## src/rtl/nbbpu_pkg.sv

```systemverilog
// +-- nbbpu_pkg -- state encoding and memory-control bit positions shared by the sequencer
// +-- rev 1.0
`default_nettype none

package nbbpu_pkg;

  typedef enum logic [2:0] {
    S_FETCH     = 3'd0,
    S_DECODE    = 3'd1,
    S_MEM_READ  = 3'd2,
    S_MEM_WRITE = 3'd3,
    S_EXECUTE   = 3'd4,
    S_HALTED    = 3'd5
  } state_e;

  localparam int MC_LOAD  = 0;
  localparam int MC_STORE = 1;

endpackage

`default_nettype wire

```

## src/rtl/nbbpu_watchdog.sv

```systemverilog
// +-- nbbpu_watchdog -- counts stalled bus cycles and flags a timeout on the TIMEOUT_CYCLES-th one
// +-- rev 1.0
`default_nettype none

module nbbpu_watchdog #(
  parameter int TIMEOUT_CYCLES = 255
) (
  input  logic clock,
  input  logic reset,
  input  logic count_enable,
  input  logic clear,
  output logic timeout
);

  localparam int            CW   = $clog2(TIMEOUT_CYCLES + 1);
  localparam logic [CW-1:0] LAST = CW'(TIMEOUT_CYCLES - 1);

  logic [CW-1:0] count_q;

  assign timeout = count_enable && (count_q == LAST);

  always_ff @(posedge clock) begin
    if (!reset || clear || timeout) begin
      count_q <= '0;
    end else if (count_enable) begin
      count_q <= count_q + CW'(1);
    end
  end

endmodule

`default_nettype wire

```

## src/rtl/nbbpu_sequencer.sv

```systemverilog
// +-- nbbpu_sequencer -- multi-cycle fetch/load/store sequencer with halt/step and bus watchdog
// +-- rev 1.0
`default_nettype none

module nbbpu_sequencer
  import nbbpu_pkg::*;
#(
  parameter int ADDRESS_WIDTH  = 16,
  parameter int DATA_WIDTH     = 16,
  parameter int TIMEOUT_CYCLES = 255,
  parameter bit RESET_HALTED   = 1'b0
) (
  input  logic                     clock,
  input  logic                     reset,
  input  logic [ADDRESS_WIDTH-1:0] cpu_PC,
  input  logic [3:0]               cpu_memory_control,
  input  logic [ADDRESS_WIDTH-1:0] cpu_ALU_result,
  input  logic [DATA_WIDTH-1:0]    cpu_write_data,
  output logic [DATA_WIDTH-1:0]    cpu_instruction,
  output logic [DATA_WIDTH-1:0]    cpu_read_data,
  output logic                     cpu_enable,
  output logic [ADDRESS_WIDTH-1:0] mem_address,
  output logic [DATA_WIDTH-1:0]    mem_write_data,
  input  logic [DATA_WIDTH-1:0]    mem_read_data,
  output logic                     mem_request,
  output logic                     mem_write,
  input  logic                     mem_ready,
  input  logic                     halt,
  input  logic                     step,
  output logic                     halted,
  output logic                     bus_error
);

  state_e                  state_q, state_d;
  logic                    mem_request_q;
  logic                    mem_write_q;
  logic                    cpu_enable_q;
  logic                    halted_q;
  logic                    bus_error_q;
  logic                    step_q;
  logic [DATA_WIDTH-1:0]   cpu_instruction_q;
  logic [DATA_WIDTH-1:0]   cpu_read_data_q;
  logic                    w_accept;
  logic                    w_timeout;
  logic                    unused_mc_reserved;

  assign unused_mc_reserved = ^cpu_memory_control[3:2];
  assign w_accept           = mem_request_q && mem_ready;

  // Leaving a waiting state only happens on ready or timeout, so clearing on
  // ready / idle bus (and self-clearing on timeout) covers every state change.
  nbbpu_watchdog #(
    .TIMEOUT_CYCLES(TIMEOUT_CYCLES)
  ) u_watchdog (
    .clock       (clock),
    .reset       (reset),
    .count_enable(mem_request_q && !mem_ready),
    .clear       (mem_ready || !mem_request_q),
    .timeout     (w_timeout)
  );

  always_comb begin
    state_d = state_q;
    unique case (state_q)
      S_FETCH:     if (w_accept) state_d = S_DECODE;
      S_DECODE: begin
        if (cpu_memory_control[MC_STORE])     state_d = S_MEM_WRITE;
        else if (cpu_memory_control[MC_LOAD]) state_d = S_MEM_READ;
        else                                  state_d = S_EXECUTE;
      end
      S_MEM_READ,
      S_MEM_WRITE: if (w_accept) state_d = S_EXECUTE;
      S_EXECUTE:   state_d = (halt || step_q) ? S_HALTED : S_FETCH;
      S_HALTED:    if (!bus_error_q && (step || !halt)) state_d = S_FETCH;
      default:     state_d = S_HALTED;
    endcase
    if (w_timeout) state_d = S_HALTED;
  end

  always_ff @(posedge clock) begin
    if (!reset) begin
      state_q           <= RESET_HALTED ? S_HALTED : S_FETCH;
      mem_request_q     <= 1'b0;
      mem_write_q       <= 1'b0;
      cpu_enable_q      <= 1'b0;
      halted_q          <= RESET_HALTED;
      bus_error_q       <= 1'b0;
      step_q            <= 1'b0;
      cpu_instruction_q <= '0;
      cpu_read_data_q   <= '0;
    end else begin
      state_q       <= state_d;
      mem_request_q <= (state_d == S_FETCH) || (state_d == S_MEM_READ) || (state_d == S_MEM_WRITE);
      mem_write_q   <= (state_d == S_MEM_WRITE);
      cpu_enable_q  <= (state_d == S_EXECUTE);
      halted_q      <= (state_d == S_HALTED);
      if (w_timeout) bus_error_q <= 1'b1;
      if (state_q == S_FETCH && w_accept) cpu_instruction_q <= mem_read_data;
      if (state_q == S_MEM_READ && w_accept) cpu_read_data_q <= mem_read_data;
      if (state_q == S_HALTED && state_d == S_FETCH) step_q <= step;
      else if (state_d == S_HALTED)                  step_q <= 1'b0;
    end
  end

  // Address and data come straight from the core, which only changes them on cpu_enable.
  assign mem_address     = !mem_request_q ? '0 :
                           (state_q == S_FETCH) ? cpu_PC : cpu_ALU_result;
  assign mem_write_data  = (mem_request_q && mem_write_q) ? cpu_write_data : '0;
  assign mem_request     = mem_request_q;
  assign mem_write       = mem_write_q;
  assign cpu_enable      = cpu_enable_q;
  assign halted          = halted_q;
  assign bus_error       = bus_error_q;
  assign cpu_instruction = cpu_instruction_q;
  assign cpu_read_data   = cpu_read_data_q;

endmodule

`default_nettype wire

```

## config.mk

```make
export PLATFORM = sky130hd
export DESIGN_NAME = nbbpu_sequencer
export DESIGN_NICKNAME = d
export VERILOG_FILES = /design/src/rtl/nbbpu_pkg.sv /design/src/rtl/nbbpu_watchdog.sv /design/src/rtl/nbbpu_sequencer.sv
export SDC_FILE = /design/constraint.sdc
export NUM_CORES = 1
export LEC_CHECK = 0
export CAP_MARGIN = 0
export CORE_UTILIZATION = 37
export CTS_CLUSTER_DIAMETER = 80
export DETAILED_ROUTE_END_ITERATION = 7
export HOLD_SLACK_MARGIN = 0.05
export PLACE_DENSITY = 0.8
export SLEW_MARGIN = 0
export SYNTH_ARGS = -nofsm -noshare
export SYNTH_HDL_FRONTEND = slang
export SYNTH_HIERARCHICAL = 1
export SYNTH_SLANG_ARGS = --single-unit
```

## constraint.sdc

```tcl
create_clock -name clock -period 2.3 [get_ports clock]
set_clock_uncertainty 0.05 [all_clocks]
set_input_delay 0.345 -clock clock [delete_from_list [all_inputs] [get_ports clock]]
set_output_delay 0.345 -clock clock [all_outputs]
set_load 0.1 [all_outputs]
```

==> results of run 1 <==
==> sequential cells by signal, indices dropped and copies added, names as in the netlist <==
signal and count:
cpu_instruction 16, cpu_read_data 16, u_watchdog/count_q 8, state_q 3
bus_error 1, cpu_enable 1, halted 1, mem_request 1
mem_write 1, step_q 1
==> synthesized netlist by cell type (all sizes together) <==
| master | count |
|---|---|
| a211oi | 3 |
| a21boi | 16 |
| a21o | 2 |
| a21oi | 34 |
| a31oi | 2 |
| a32o | 1 |
| and2 | 4 |
| and3 | 20 |
| and3b | 1 |
| and4 | 1 |
| buf | 8 |
| clkbuf | 12 |
| dfxtp | 49 |
| ha | 2 |
| inv | 6 |
| nand2 | 102 |
| nand2b | 2 |
| nand3 | 6 |
| nand3b | 1 |
| nand4 | 4 |
| nor2 | 14 |
| nor2b | 1 |
| nor3 | 4 |
| nor3b | 2 |
| nor4 | 1 |
| nor4b | 1 |
| o21a | 1 |
| o21ai | 4 |
| o21bai | 1 |
| o22ai | 1 |
| or3 | 1 |
| or4 | 1 |
| xnor2 | 2 |
| xor2 | 2 |
==> where the power goes <==
| part | internal (mW) | leakage, nW | switching, mW |
|---|---|---|---|
| registers | 0.890 | 0.397 | 0.0451 |
| logic | 0.579 | 1.30 | 1.04 |
| clock network | 0.216 | 0.0445 | 0.293 |
==> per-stage QoR <==
step	area [µm²]	hold WS, ns
after floorplan	2510	0.410
after global placement	4230	0.392
after detailed placement	4230	0.397
after CTS	4320	0.411
after global routing	4320	0.433
final	4320	0.409
==> per-layer routing <==
metal / part of all wire / GRT usage / wire (µm) / vias up
li1: - / - / - / 1315
met1: 0.39 / 0.258 / 2980 / 1206
met2: 0.52 / 0.422 / 3960 / 98
met3: 0.079 / 0.0494 / 595 / 2
met4: 0.0036 / 0.0357 / 27 / 0
met5: 0 / 0 / 0 / -
==> tightest hold or removal path, delay by kind of cell, from the launching register on <==
kind               cells  cell delay [ns]
and+or+nand+nor        1             0.05
AOI/OAI and AO/OA      1             0.05
DFF                    1             0.32
==> cells by family (layout without fill, tap and decap cells) <==
family	count (synthesis)	count (layout)
AOI/OAI and AO/OA	65	65
buffers and inverters	26	164
adders and majority gates	2	2
xor gates and xnor gates	4	4
DFF	49	49
and+or+nand+nor	166	166
==> area by class of cell <==
cell class                 instances  area (µm²)
clock inverter                     3        21.3
sequential                        49         982
timing repair buffer             150        1730
multi-input combinational        237        1410
tap                               75        93.8
fill                             472        1670
clock buffer                       5        68.8
inverter                           6        22.5
==> worst max path at each step <==
stage	slack [ns]	to
after floorplan	0.05	mem_address[10]
after global placement	0.10	cpu_enable
after detailed placement	0.09	cpu_enable
after CTS	0.16	mem_address[14]
after global routing	0.07	mem_address[3]
final	0.15	mem_address[14]
==> metrics.txt, run 1 <==
Hold Path End cpu_read_data[4]; Total Nets Final 524; total negative setup slack 0 ns; Final Max Tran Viols 0; clk sinks 49; Starting Density 0.388; Mapped Cells 312; Top delay family on crit path flip-flops; Yosys reg bits 49; status finished clean; Clock Path Buffers 2; largest net degree at the start of global routing 33; # rows 28; Slew @ Worst Pin 0.624 ns; Crit Path Max Fanout 16; Reg2Reg Setup Slack 0.41 ns; Final Total Pwr 3.06 mW; TritonCTS Buffers 5; Most Frequent Cell on Critical Path nand2_1; Iteration-0 DRC Markers 72; I/O Pins 142; reg2reg end cpu_enable; share of cells above drive strength 1 0.284; max_cap viols 0; Worst EP arrival 1.75 ns; complex-gate fraction of the synthesized area 0.171; Worst Setup End Kind output pin; Avg Vias per Cell 4.99; Synth Warn # 6; setup bufs post-CTS 0; Crit Path Class register to output pin; later-pin clock latency in the skew report 0.30 ns; cell leakage power 1.74 nW; highest-count cells in the layout ignoring fill and taps 102 x nand2_1, 70 x clkdlybuf4s50_1, 48 x dfxtp_1, 46 x buf_4; Max rail drop VDD 0.000520 V; cells taking the most area after synthesis dfxtp_1 42%, nand2_1 16%, a21oi_1 7.3%; crit-path cells nor2_1 -> nand2_1 -> buf_4 -> nand2_1 -> a21boi_4 -> buf_12; critical path's slowest cell dfxtp_1; remaining antenna violation count 0; post-route minimum period 2.15 ns; Clock transition at path regs 0.09 ns; Final Setup Violations 0; Clock Tree Root clkbuf_8; Post-Layout Cell Count 525; post-synthesis adder-cell area fraction 0.0108; post-route clock period utilization 0.933; initial antenna violation count 0; H-tree level count 2; die width 81.3 µm; min-delay src cpu_read_data[4]; pwr dens 708 nW/µm²; hold path cells 2; GRT Residual Overflow 0; vias in the first global route 2386; fraction of synthesized area in multiplexers 0; Max Fclk 466 MHz; Synth area leader dfxtp_1; placed cell count 517; worst path bufs/invs 2; register area share after synthesis 0.422; wire length per cell 14.4 µm; Final Hold Fails 0; post-synth top area share 0.422; core area 5990 µm²; # diodes 0; RD Place Congestion 0.829; commonest non-fill, non-tap cell in the layout nand2_1; RSZ-0062 raised after global routing false; Yosys cell types 43; Synth Area in Simple Gates 0.330; First-pass DRT Iterations 4; first-pass GRT wire length 11500 µm; Synth Cell Area 2320 µm²; DP Wirelength 5860 µm; DRC 0; final core occ 0.722; die area 6600 µm²; total track usage 0.224; Placement Setup Slack 0.0923 ns; R2R cell count 5; crit start category register; Worst slew margin 0.584; Req. time, crit path 1.90 ns; worst hold-check path type register to register; highest cell delay on the worst timing path 0.52 ns; Die H 81.3 µm; via count 2621; Setup WS post-layout 0.155 ns; buffers added on ports 139; CTS tree done; Layout area overhead 86.0%; Synth Area in XOR/XNOR 0.0151; R2R Path Start state_q[1]; PostCTS Resize Cnt 0; Detailed Route WL 7560 µm; CTS Hold Bufs 0; Worst Setup SP state_q[0]; syn nets 387; syn avg cell area 7.45 µm²; critical path depth 6; largest family of logic cells by synthesized area simple AND/OR/NAND/NOR gates
Power figures use the tool's default switching activity.
==> inputs of run 2 (changes only) <==
CAP_MARGIN = unset   (was 0)
CORE_ASPECT_RATIO = 0.9   (was unset)
==> run 2 against run 1 <==
  * Critical path depth unchanged
  * Flip-flop and latch count unchanged
  * First-iteration DRC count is 100% higher
  * Sequential power decreased by 0.4%
  * Routed wire length grew 7.1%
  * Maximum frequency about the same
  * Sequential share of layout area about the same
  * Combinational power hardly changed
  * Worst setup slack improved by 0.0014 ns
  * Final area hardly changed
  * Cell count decreased by 0.57%
  * Critical path type unchanged
==> metrics.txt, run 2 (synthesis gave the netlist of run 1 again) <==
Worst EP arrival 1.75 ns (about the same); CTS Hold Bufs 0 (unchanged); core area 6080 µm² (+1.5%); buffers added on ports 139 (unchanged); largest net degree at the start of global routing 34 (+3.0%); Req. time, crit path 1.90 ns (about the same); CTS tree done; later-pin clock latency in the skew report 0.31 ns (about the same); # rows 27 (-3.6%); Setup WS post-layout 0.156 ns (+0.00139 ns); commonest non-fill, non-tap cell in the layout nand2_1; PostCTS Resize Cnt 0 (unchanged); layout filler cell count 478 (+1.3%); Clock Tree Root clkbuf_8; worst hold-check path type register to register; final core occ 0.711 (-0.0105); max_cap viols 0 (unchanged); register area 982 µm² (unchanged); Starting Density 0.382 (-0.00575); status finished clean; P_sw 1.41 mW (+2.2%); setup bufs post-CTS 0 (unchanged); TritonCTS Buffers 5 (unchanged); Placement Setup Slack 0.0966 ns (+0.00434 ns); highest-count cells in the layout ignoring fill and taps 102 x nand2_1, 70 x clkdlybuf4s50_1, 48 x dfxtp_1, 46 x buf_4; Internal 1.69 mW (+0.34%); Crit Path Class register to output pin; Die H 77.2 µm (-5.0%); initial antenna violation count 0 (unchanged); Iteration-0 DRC Markers 145 (+100%); Worst slew margin 0.553 (-0.0309); DRC 0 (unchanged); DP Wirelength 6160 µm (+5.2%); Final Max Tran Viols 0 (unchanged); total negative setup slack 0 ns (unchanged); Total Nets Final 524 (unchanged); Clock transition at path regs 0.09 ns (about the same); GRT Residual Overflow 0 (unchanged); via count 2688 (+2.6%); Comb power frac 0.526 (-0.002); post-route minimum period 2.14 ns (-0.00139 ns); Final Setup Violations 0 (unchanged); Max Fclk 466 MHz (about the same); total track usage 0.244 (+0.0201); I/O Pins 142 (unchanged); crit start category register; Layout area overhead 86.1% (about the same); Final Hold Fails 0 (unchanged); Max rail drop VDD 0.000365 V (-30%); area of the multi-input gates 1410 µm² (unchanged); Crit Path Max Fanout 16 (unchanged); Avg Vias per Cell 5.15 (+3.1%); First-pass DRT Iterations 4 (unchanged); Clock Path Buffers 2 (unchanged); Clk network pwr share 0.173 (+0.007); cell leakage power 1.74 nW (-0.13%); H-tree level count 2 (unchanged); vias in the first global route 2577 (+8.0%); pwr dens 716 nW/µm² (+1.2%); first-pass GRT wire length 12700 µm (+10%); Worst Setup End Kind output pin; share of cells above drive strength 1 0.284 (unchanged); RSZ-0062 raised after global routing false; die area 6600 µm² (about the same); sequential share of power 0.300 (-0.006); die width 85.6 µm (+5.3%); remaining antenna violation count 0 (unchanged); # diodes 0 (unchanged); RD Place Congestion 0.783 (-5.7%); wire length per cell 15.5 µm (+7.7%); Slew @ Worst Pin 0.670 ns (+0.0464 ns); Detailed Route WL 8100 µm (+7.1%); post-route clock period utilization 0.932 (about the same); Sw Share 0.454 (+0.00461); clk sinks 49 (unchanged); Final Total Pwr 3.10 mW (+1.2%)
## run 2: layout make-up
type / count / share of cell area
clock buffer: 5 / 0.0159
clock inverter: 3 / 0.00607
inverter: 6 / 0.00521
multi-input combinational: 237 / 0.326
sequential: 49 / 0.227
tap: 72 / 0.0208
timing repair buffer: 150 / 0.399
## run 2: per-layer routing
layer / vias up / global-route usage / part of all wire / wire, µm
met5: - / 0 / 0 / 0
met1: 1249 / 0.281 / 0.40 / 3270
met3: 12 / 0.0474 / 0.070 / 567
met2: 111 / 0.444 / 0.51 / 4090
met4: 0 / 0.0883 / 0.021 / 167
li1: 1316 / - / - / -
## run 2: power groups by stage
stage	Combinational (mW)	Sequential, mW	Clock [mW]
after floorplan	0.857	1.17	0
after global placement	1.61	0.947	0
after detailed placement	1.63	0.950	0
after CTS	1.63	0.931	0.547
after global routing	1.69	0.938	0.574
final	1.63	0.931	0.536
## run 2: critical path, stage by stage (launching register included)
cell and delay (ns):
dfxtp_1 0.51, nor2_1 0.13, nand2_1 0.08, buf_4 0.21, nand2_1 0.11, a21boi_2 0.21, buf_12 0.20
## run 2: final timing paths
kind                    start                to  slack, ns  cells past startpoint
min reg2reg  cpu_read_data[4]  cpu_read_data[4]       0.41                      2
min          cpu_read_data[4]  cpu_read_data[4]       0.41                      2
max                state_q[0]    mem_address[0]       0.16                      6
max reg2reg        state_q[1]        cpu_enable       0.40                      5
## run 2: metrics by stage
stage / hold WS [ns] / std cells / area (µm²)
after detailed placement: 0.397 / 514 / 4230
after floorplan: 0.410 / 312 / 2510
final: 0.409 / 522 / 4330
after global placement: 0.393 / 514 / 4230
after global routing: 0.429 / 522 / 4330
after CTS: 0.410 / 522 / 4330
==> inputs of run 3 (changes only) <==
CAP_MARGIN = 40   (was unset)
MAX_ROUTING_LAYER = met4   (was unset)
==> run 3 against run 2 <==
  * First-iteration DRC count up 2.1%
  * Largest power group unchanged
  * Count of clock-buffer cells in the layout is the same
  * Final area unchanged
  * Routed wire length shrank 0.99%
==> metrics.txt, run 3 (synthesis gave the netlist of run 1 again) <==
later-pin clock latency in the skew report 0.31 ns (about the same); Max rail drop VDD 0.000365 V (+0.14%); Crit Path Max Fanout 16 (unchanged); Final Setup Violations 0 (unchanged); max_cap viols 0 (unchanged); Final Hold Fails 0 (unchanged); Layout area overhead 86.1% (unchanged); RD Place Congestion 0.793 (+1.4%); share of cells above drive strength 1 0.284 (unchanged); Crit Path Class register to output pin; Clock transition at path regs 0.09 ns (about the same); core area 6080 µm² (unchanged); Avg Vias per Cell 5.11 (-0.78%); RSZ-0062 raised after global routing false; die area 6600 µm² (unchanged); largest net degree at the start of global routing 34 (unchanged); Worst EP arrival 1.75 ns (about the same); final non-filler cell area 4330 µm² (unchanged); worst hold-check path type register to register; Final Max Tran Viols 0 (unchanged); Clock Path Buffers 2 (unchanged); Clk network pwr share 0.172 (about the same); commonest non-fill, non-tap cell in the layout nand2_1; vias in the first global route 2569 (-0.31%); CTS tree done; Max Fclk 467 MHz (about the same); H-tree level count 2 (unchanged); highest-count cells in the layout ignoring fill and taps 102 x nand2_1, 70 x clkdlybuf4s50_1, 48 x dfxtp_1, 46 x buf_4; total track usage 0.251 (+0.00760); remaining antenna violation count 0 (unchanged); GRT Residual Overflow 0 (unchanged); DRC 0 (unchanged); post-route minimum period 2.14 ns (-0.000929 ns); TritonCTS Buffers 5 (unchanged); wire length per cell 15.4 µm (-0.99%); Slew @ Worst Pin 0.671 ns (+0.000911 ns); clk sinks 49 (unchanged); DP Area 4230 µm² (unchanged); cell leakage power 1.74 nW (unchanged); Iteration-0 DRC Markers 148 (+2.1%); first-pass GRT wire length 12700 µm (+0.27%); Clock Tree Root clkbuf_8; PostCTS Resize Cnt 0 (unchanged); crit start category register; hold path cells 2 (unchanged); First-pass DRT Iterations 4 (unchanged); Sw Share 0.453 (-0.00103); layout filler cell count 478 (unchanged); Starting Density 0.382 (unchanged); # diodes 0 (unchanged); status finished clean; R2R cell count 5 (unchanged); Req. time, crit path 1.90 ns (about the same); Worst Setup End Kind output pin; # rows 27 (unchanged); via count 2667 (-0.78%); buffers added on ports 139 (unchanged); initial antenna violation count 0 (unchanged); post-route clock period utilization 0.932 (about the same); Total Nets Final 524 (unchanged); CTS Hold Bufs 0 (unchanged); pwr dens 715 nW/µm² (-0.20%); Comb power frac 0.527 (about the same); P_sw 1.40 mW (-0.42%); setup bufs post-CTS 0 (unchanged); DP Wirelength 6160 µm (unchanged); total negative setup slack 0 ns (unchanged); Worst slew margin 0.552 (-0.000607); Die H 77.2 µm (unchanged); sequential share of power 0.301 (about the same); I/O Pins 142 (unchanged); Internal 1.69 mW (about the same); die width 85.6 µm (unchanged); Final Total Pwr 3.09 mW (-0.20%); Detailed Route WL 8020 µm (-0.99%)
run 3: cell counts in the layout (fill, tap and decap cells not counted):
Identical to the previous run, type by type.
run 3: final cells by class:
| type | count | area, µm² | share of cell area |
|---|---|---|---|
| clock buffers | 5 | 68.8 | 0.0159 |
| clock inverters | 3 | 26.3 | 0.00607 |
| inverters | 6 | 22.5 | 0.00521 |
| multi-input cells | 237 | 1410 | 0.326 |
| flip-flops and latches | 49 | 982 | 0.227 |
| well taps | 72 | 90.1 | 0.0208 |
| repair buffers | 150 | 1730 | 0.399 |
run 3: routing by layer:
layer  up-vias  part of all wire  global-route usage
met4         0             0.019              0.0867
met5         -                 0                   -
met2       101              0.51               0.446
met1      1238              0.40               0.283
met3        10             0.065              0.0463
li1       1318                 -                   -
run 3: power groups by stage:
stage | clock, mW | combinational [mW] | sequential [mW]
2_1_floorplan | 0 | 0.857 | 1.17
3_3_place_gp | 0 | 1.61 | 0.947
3_5_place_dp | 0 | 1.63 | 0.950
4_1_cts | 0.547 | 1.63 | 0.931
5_1_grt | 0.572 | 1.69 | 0.938
6_report | 0.532 | 1.63 | 0.931
run 3: worst paths after layout:
path | from | to | slack [ns]
worst max-delay path | state_q[0] | mem_address[0] | 0.16
worst min-delay path | cpu_read_data[4] | cpu_read_data[4] | 0.41
worst max register to register | state_q[1] | cpu_enable | 0.41
worst min register to register | cpu_read_data[4] | cpu_read_data[4] | 0.41
run 3: worst max-delay path, cell delays in order, from the launching register on:
cell and delay [ns]:
dfxtp_1 0.51, nor2_1 0.13, nand2_1 0.08, buf_4 0.21, nand2_1 0.11, a21boi_2 0.21, buf_12 0.20
run 3: stage by stage:
| step | worst slack, ns | std cells | hold slack, ns | utilization |
|---|---|---|---|---|
| final | 0.157 | 522 | 0.409 | 0.711 |
| after global routing | 0.0528 | 522 | 0.429 | 0.711 |
| after CTS | 0.146 | 522 | 0.410 | 0.711 |
| after detailed placement | 0.0966 | 514 | 0.397 | 0.696 |
| after global placement | 0.102 | 514 | 0.393 | 0.696 |
| after floorplan | 0.0508 | 312 | 0.410 | - |
==> RTL edit (settings of run 1) <==
The parameter `DATA_WIDTH` goes from 16 to 18.
--- a/src/rtl/nbbpu_sequencer.sv
+++ b/src/rtl/nbbpu_sequencer.sv
@@ -6,7 +6,7 @@
   import nbbpu_pkg::*;
 #(
   parameter int ADDRESS_WIDTH  = 16,
-  parameter int DATA_WIDTH     = 16,
+  parameter int DATA_WIDTH     = 18,
   parameter int TIMEOUT_CYCLES = 255,
   parameter bit RESET_HALTED   = 1'b0
 ) (
Interface: changed (5 resized); port bits go from 142 to 152. No check against the original RTL was run, so the function may have changed too.
==> RTL edit against run 1 <==
Utilization rose by 0.15 points; non-clock buffer count up 13; worst setup slack improved by 0.033 ns; total power increased by 12%; synthesized area is 6.1% higher; via count rose by 8.7%; sequential cell count up 4; design area grew 6.8%; global-route usage up 1.7 points; combinational power up 3%; wire length increased by 13%; first-iteration DRC count up 46%; sequential power is 8% higher; highest routed layer unchanged.
==> RTL edit: results (changes against run 1) <==
status finished clean; Slew Limit Headroom 67.3% (+8.9 points); slowest stage cell, crit path dfxtp_1; Routed WL 8560 µm (+13%); Syn Inst Count 331 (+6.1%); Post-synth ARST share 0% (unchanged); CTS Buf Count 5 (unchanged); peak supply drop 0.625 mV (+20%); Area contributors post-synth dfxtp_1, nand2_1, a21oi_1, and3_1, a21boi_0; vias in the first global route 2,706 (+13%); post-synthesis sequential area ratio 43.0% (+0.83 points); largest net degree at the start of global routing 23 (-30%); Commonest cells post-synth nand2_1, dfxtp_1, a21oi_1; Netlist cell types 41 (-4.7%); crit path DAT 1.72 ns (-0.03 ns); Final Wtd Congestion 0.796 (-4.0%); post-CTS setup buffers 0 (unchanged); placed cell area 0.00448 mm² (+5.9%); Post-CTS Resized 0 (unchanged); dpl cells 550 (+6.4%); n_diodes 0 (unchanged); fin cells 558 (+6.3%); dpl hpwl 6760 µm (+15%); Pleak 1.88 nW (+7.8%); Max H-tree Level 2 (unchanged); Net Count, Synth 410 (+5.9%); Fillers 475 (+0.64%); Pre-Repair DR Iteration Count 4 (unchanged); initial drt markers 105 (+46%); clock buffer depth 2 (unchanged); first-pass GRT wire length 13,500 µm (+17%); fin. max-slew vios 0 (unchanged); clock root buffer clkbuf_8; gr usage total 24.1% (+1.7 points); input/output buffers 149 (+7.2%); vias per inst 5.10 (+2.2%); Setup Slack @ Placement 0.0474 ns (-0.0449 ns); share of post-route cells with drive strength above 1 28.7% (+0.25 points)
RTL edit: cell types whose count changed after synthesis, moves of 2 or more:
cell / run 1 / this run
a21oi_1: 34 / 38
and3_1: 19 / 21
buf_2: 5 / 3
buf_4: 0 / 3
clkbuf_1: 11 / 14
dfxtp_1: 49 / 53
nand2_1: 102 / 110
RTL edit: final timing paths:
check                                          to  depth (start not counted)  slack [ns]         startpoint
worst min-delay path            cpu_read_data[17]                          2        0.41  cpu_read_data[17]
worst max register to register         cpu_enable                          5        0.39         state_q[1]
worst min register to register  cpu_read_data[17]                          2        0.41  cpu_read_data[17]
worst max-delay path              mem_address[15]                          6        0.19         state_q[1]
RTL edit: worst min-delay path, delay by kind of cell, from the launching register on:
family,cells,cell delay (ns)
compound gates,1,0.05
flops,1,0.32
simple gates,1,0.05
RTL edit: kinds of logic after synthesis:
family	share of synthesized area [%]
compound gates	16.9
fa+ha+maj	1.01
xor+xnor	1.42
flops	43.0
simple gates	32.6
buf+inv	5.02
RTL edit: metal layers:
| layer | part of all wire [%] | GRT usage [%] |
|---|---|---|
| met2 | 51 | 44.9 |
| met1 | 40 | 27.1 |
| met3 | 7.3 | 5.93 |
| met4 | 1.7 | 6.32 |
| met5 | 0 | 0 |
RTL edit: power breakdown:
part / switching [W] / internal [W]
Clock: 0.000307 / 0.000438
Sequential: 0.0000484 / 0.000963
Combinational: 0.00108 / 0.000589
RTL edit: final cells by class:
cell class              instances  area, µm²  area share [%]
clock buffers                   5       68.8            1.49
inverters                       6       22.5           0.488
repair buffers                163       1850            40.0
multi-input cells             251       1450            31.5
flip-flops and latches         53       1060            23.0
clock inverters                 3       68.8            1.49
well taps                      77       96.3            2.09
